[config.mk]
export PLATFORM = sky130hd
export DESIGN_NAME = mem_arbiter
export DESIGN_NICKNAME = d
export VERILOG_FILES = /design/src/rtl/mem_arbiter_pkg.sv /design/src/rtl/mem_arbiter_ctrl.sv /design/src/rtl/mem_arbiter.sv
export SDC_FILE = /design/constraint.sdc
export NUM_CORES = 1
export LEC_CHECK = 0
export BUFFER_PORTS_ARGS = -buffer_cell sky130_fd_sc_hd__buf_2
export CORE_AREA = 4 4 535 537
export CTS_CLUSTER_SIZE = 30
export DETAILED_ROUTE_END_ITERATION = 8
export DIE_AREA = 0 0 539 541
export GPL_ROUTABILITY_DRIVEN = 0
export GPL_TIMING_DRIVEN = 0
export HOLD_SLACK_MARGIN = 0.06
export SLEW_MARGIN = 20
export SYNTH_ARGS = -nofsm -noshare
export SYNTH_HDL_FRONTEND = slang
export SYNTH_HIERARCHICAL = 1
export SYNTH_SLANG_ARGS = --single-unit
[constraint.sdc]
create_clock -name clk -period 3.66 [get_ports clk]
set_input_delay 0.183 -clock clk [delete_from_list [all_inputs] [get_ports clk]]
set_output_delay 0.183 -clock clk [all_outputs]
set_load 0.01 [all_outputs]
[src/rtl/mem_arbiter_pkg.sv]
// Shared types for the memory-port arbiter: FSM states and latched operation codes.
package mem_arbiter_pkg;

    typedef enum logic [1:0] {
        IDLE    = 2'd0,
        SERV_I  = 2'd1,
        SERV_D  = 2'd2,
        RECOVER = 2'd3
    } arb_state_t;

    typedef enum logic [1:0] {
        OP_NONE  = 2'd0,
        OP_READ  = 2'd1,
        OP_WRITE = 2'd2
    } op_t;

    // A simultaneous read+write from the dcache resolves to a write.
    function automatic op_t dcache_op(input logic rd, input logic wr);
        if (wr) return OP_WRITE;
        if (rd) return OP_READ;
        return OP_NONE;
    endfunction

endpackage

[src/rtl/mem_arbiter_ctrl.sv]
// Arbiter control: IDLE/SERV_I/SERV_D/RECOVER FSM, dcache streak counter and grant decision.
module mem_arbiter_ctrl
    import mem_arbiter_pkg::*;
#(
    parameter int MAX_D_STREAK = 4
) (
    input  logic clk,
    input  logic rst_n,
    input  logic icache_read,
    input  logic dcache_read,
    input  logic dcache_write,
    input  logic pmem_resp,
    output logic grant_i,
    output logic grant_d,
    output logic serv_i,
    output logic serv_d,
    output logic pmem_read,
    output logic pmem_write
);

    localparam int STREAK_W = $clog2(MAX_D_STREAK + 1);
    localparam logic [STREAK_W-1:0] STREAK_MAX = STREAK_W'(MAX_D_STREAK);

    arb_state_t          state_q, state_d;
    op_t                 op_q, op_d;
    logic [STREAK_W-1:0] streak_q, streak_d;

    logic d_req;
    assign d_req = dcache_read | dcache_write;

    always_comb begin
        // NOTE: every signal written here gets a default first, so no path can infer a latch.
        state_d  = state_q;
        op_d     = op_q;
        streak_d = streak_q;
        grant_i  = 1'b0;
        grant_d  = 1'b0;

        unique case (state_q)
            IDLE: begin
                if (icache_read && streak_q == STREAK_MAX) begin
                    grant_i = 1'b1;
                end else if (d_req) begin
                    grant_d = 1'b1;
                end else if (icache_read) begin
                    grant_i = 1'b1;
                end

                if (grant_i) begin
                    state_d  = SERV_I;
                    op_d     = OP_READ;
                    streak_d = '0;
                end else if (grant_d) begin
                    state_d  = SERV_D;
                    op_d     = dcache_op(dcache_read, dcache_write);
                    // Only count dcache wins that actually made the icache wait.
                    if (!icache_read) begin
                        streak_d = '0;
                    end else if (streak_q != STREAK_MAX) begin
                        streak_d = streak_q + STREAK_W'(1);
                    end
                end
            end

            SERV_I, SERV_D: begin
                if (pmem_resp) begin
                    state_d = RECOVER;
                    op_d    = OP_NONE;
                end
            end

            RECOVER: state_d = IDLE;

            default: begin
                state_d = IDLE;
                op_d    = OP_NONE;
            end
        endcase
    end

    always_ff @(posedge clk or negedge rst_n) begin
        if (!rst_n) begin
            state_q  <= IDLE;
            op_q     <= OP_NONE;
            streak_q <= '0;
        end else begin
            // NOTE: non-blocking assignments so every flop samples pre-edge values.
            state_q  <= state_d;
            op_q     <= op_d;
            streak_q <= streak_d;
        end
    end

    // op_q is OP_NONE outside SERV_x, so strobes decode straight from a register.
    assign pmem_read  = (op_q == OP_READ);
    assign pmem_write = (op_q == OP_WRITE);
    assign serv_i     = (state_q == SERV_I);
    assign serv_d     = (state_q == SERV_D);

    a_no_dcache_rw: assert property (@(posedge clk) disable iff (!rst_n)
        !(dcache_read && dcache_write));

endmodule

[src/rtl/mem_arbiter.sv]
// Top level: shares one physical-memory port between icache and dcache, latching the
// winner's address/data and routing the memory response back to the owner only.
module mem_arbiter
    import mem_arbiter_pkg::*;
#(
    parameter int ADDR_W       = 32,
    parameter int LINE_W       = 256,
    parameter int MAX_D_STREAK = 4
) (
    input  logic              clk,
    input  logic              rst_n,
    input  logic              icache_read,
    input  logic [ADDR_W-1:0] icache_address,
    output logic [LINE_W-1:0] icache_rdata,
    output logic              icache_resp,
    input  logic              dcache_read,
    input  logic              dcache_write,
    input  logic [ADDR_W-1:0] dcache_address,
    input  logic [LINE_W-1:0] dcache_wdata,
    output logic [LINE_W-1:0] dcache_rdata,
    output logic              dcache_resp,
    output logic              pmem_read,
    output logic              pmem_write,
    output logic [ADDR_W-1:0] pmem_address,
    output logic [LINE_W-1:0] pmem_wdata,
    input  logic [LINE_W-1:0] pmem_rdata,
    input  logic              pmem_resp
);

    logic grant_i, grant_d, serv_i, serv_d;

    logic [ADDR_W-1:0] addr_q, addr_d;
    logic [LINE_W-1:0] wdata_q, wdata_d;

    mem_arbiter_ctrl #(
        .MAX_D_STREAK(MAX_D_STREAK)
    ) u_ctrl (
        .clk          (clk),
        .rst_n        (rst_n),
        .icache_read  (icache_read),
        .dcache_read  (dcache_read),
        .dcache_write (dcache_write),
        .pmem_resp    (pmem_resp),
        .grant_i      (grant_i),
        .grant_d      (grant_d),
        .serv_i       (serv_i),
        .serv_d       (serv_d),
        .pmem_read    (pmem_read),
        .pmem_write   (pmem_write)
    );

    always_comb begin
        addr_d  = addr_q;
        wdata_d = wdata_q;
        if (grant_i) begin
            addr_d = icache_address;
        end else if (grant_d) begin
            addr_d = dcache_address;
            if (dcache_write) begin
                wdata_d = dcache_wdata;
            end
        end
    end

    always_ff @(posedge clk or negedge rst_n) begin
        if (!rst_n) begin
            // NOTE: these wide data registers are reset because the memory port has defined reset values.
            addr_q  <= '0;
            wdata_q <= '0;
        end else begin
            addr_q  <= addr_d;
            wdata_q <= wdata_d;
        end
    end

    assign pmem_address = addr_q;
    assign pmem_wdata   = wdata_q;

    // Data fans out to both caches; only the owner's resp qualifies it.
    assign icache_rdata = pmem_rdata;
    assign dcache_rdata = pmem_rdata;
    assign icache_resp  = serv_i & pmem_resp;
    assign dcache_resp  = serv_d & pmem_resp;

endmodule

==> metrics <==
Max Used Layer=met5; row count=195; WL met1=60.50 mm; DR vias/cell=2.353; routed wl met2=73.54 mm; core box area=281600 sq um; WL/cell=25.07 um; status=finished, final reports clean; Num CTS Buffers=42; Detailed Route WL=164.2 mm; Synth top cells by count=519 x buf_4, 295 x dfrtp_1, 240 x mux2_1, 40 x nand2_1, 34 x o21ai_0; Crit Path Max Fanout=10; Hold Crit Depth=3; ys flop type=dfrtp_1; Max Clk Rate=312.0 MHz; DP Cell Count=6126; post-synthesis sequential area ratio=0.4788; H-tree depth=2; Die W=539 um; CP endpoint kind=register; power per cell area=672.7 nW/um^2; Period minus WS final=3205 ps; IO buf count=1129; slew margin rel.=0.3727; TNS Setup=0 ps; Initial DRT Pass Iterations=5; Post-synth EDFFs=0; CTS tree=yes; top post-synthesis cells by area=dfrtp_1 48%, buf_4 25%, mux2_1 18%, mux2i_1 2.1%, buf_6 1.5%; initial drt markers=875; synth warn=6; startpoint types=register; Leak=0.01423 uW; critical path arrival=3740 ps; Skew-Pair Late Insertion Delay=650 ps; antenna violations before repair=72; Netlist cell types=33; Clock Path Buffers=3; Slew Viols, Final=0; RSZ-0062 raised after global routing=no; worst clock skew=60.38 ps; Layout area overhead=98.80%; Non-Filler Instances=6550; vias in the first global route=16180; Final Setup Violations=0; final period utilization=0.8757; Syn Inst Count=1250; grt ovf=0; HPWL after DPL=149.5 mm; cell with the most instances after synthesis=buf_4; first-pass GRT wire length=196.9 mm; Worst Hold Class=in2reg; clk sinks=295; Worst-path clk slew=60 ps; netlist area before placement=15420 sq um; Synth area leader=dfrtp_1; final number of hold-violating endpoints=0; Vias=15410; die footprint=291600 sq um; Setup Crit Path Kind=reg2reg; CP required=4200 ps; layout cells sized above 1=0.6337; Synth Net Count=1838; # resized after CTS=0; GRT Resource Usage Total=0.1078; DRC viols=0; max_cap viols=0; R2R depth=8; Synth Area per Inst=12.33 sq um; largest net degree at the start of global routing=89; die height=541 um; FF+latch count, synth=295; met3 wire length=24.33 mm; post-route ant nets=0; Slew @ Worst Pin=941.0 ps; Ports=1386; FFs w/ async S/R, synth=1.000; nets@finish=3347; CTS root buf=clkbuf_16; initial core utilization=0.05476; top cell type's share of synthesized area=0.4788; Peak VDD IR=0.0003091 V
logic make-up after synthesis:
group,count (synthesis),synth area share
fa+ha+maj,6,0.004869
buf+inv,558,0.2723
flops,295,0.4788
simple gates,53,0.01615
compound gates,50,0.02013
mux,288,0.2077
registers in the layout (all words and copies together) (netlist names):
| name | flops |
|---|---|
| pmem_wdata | 256 |
| pmem_address | 32 |
| u_ctrl/streak_q | 3 |
| u_ctrl/op_q | 2 |
| u_ctrl/state_q | 2 |
timing repair:
item | CTS | global route
endpoints found under the hold margin | 419 | 0
endpoints found under the setup margin | 0 | 0
hold buffers | 332 | 0
setup buffers | 0 | 0
cell usage in the layout, fill, tap and decap left out, drive strengths merged, types with 3 or more instances in the layout:
cell | Yosys | final
clkbuf | 7 | 67
nor2b | 4 | 4
inv | 7 | 13
dfrtp | 295 | 295
mux2 | 256 | 256
mux2i | 32 | 32
diode | 0 | 17
o21ai | 37 | 37
dlygate4sd3 | 0 | 331
ha | 6 | 6
clkinv | 0 | 6
a2bb2oi | 3 | 3
buf | 544 | 1678
nand2 | 40 | 40
stage by stage:
| step | setup WS, ps | area, sq um | hold slack (ps) | utilization | total power (uW) |
|---|---|---|---|---|---|
| 2_1_floorplan | 1719 | 15420 | -112.6 | - | 9301 |
| 3_3_place_gp | -4423 | 25750 | 393.3 | 0.09146 | 16420 |
| 3_5_place_dp | 935.1 | 25870 | 122.2 | 0.09190 | 16530 |
| 4_1_cts | 385.0 | 30610 | 152.4 | 0.1087 | 21740 |
| 5_1_grt | 181.3 | 30630 | 216.8 | 0.1088 | 22390 |
| 6_report | 455.0 | 30650 | 269.3 | 0.1089 | 20620 |
worst max-delay path: stages, from the launching register on:
cell and delay (ps):
dfrtp_1 370, inv_1 140, ha_1 350, nand2_1 80, nor2_1 150, clkbuf_1 360, clkbuf_1 750, o21ai_0 250
dlygate4sd3_1 620
report_power, final:
group	internal (uW)	total (uW)	leakage [uW]	switching, uW
clock	2460	4280	0.000682	1820
sequential	4940	5810	0.00350	867
combinational	3730	10500	0.0100	6800
total	11100	20600	0.0142	9490
path summary, 6_finish.rpt:
kind	startpoint	endpoint	slack (ps)
min in group asynchronous	rst_n	pmem_wdata[169]	640
max in group asynchronous	rst_n	pmem_wdata[235]	2080
worst min-delay path	dcache_wdata[174]	pmem_wdata[174]	270
worst max-delay path	u_ctrl/state_q[0]	pmem_address[4]	450
worst min register to register	pmem_wdata[28]	pmem_wdata[28]	480
worst max register to register	u_ctrl/state_q[0]	pmem_address[4]	450
layer usage:
metal	global-route usage	vias to the layer above
met1	0.1155	7380
met3	0.06946	217
met2	0.1718	1089
li1	-	6695
met4	0.03649	32
met5	0	-
area by class of cell:
type / count / area, sq um
flip-flops and latches: 295 / 7382
clock inverters: 15 / 185.2
fillers: 32380 / 250900
well taps: 3743 / 4683
diodes: 17 / 42.54
inverters: 7 / 26.28
repair buffers: 1465 / 9111
clock buffers: 60 / 1209
multi-input cells: 397 / 3837
plain buffers: 551 / 4175
No activity file was read; power rests on OpenSTA's default activity.
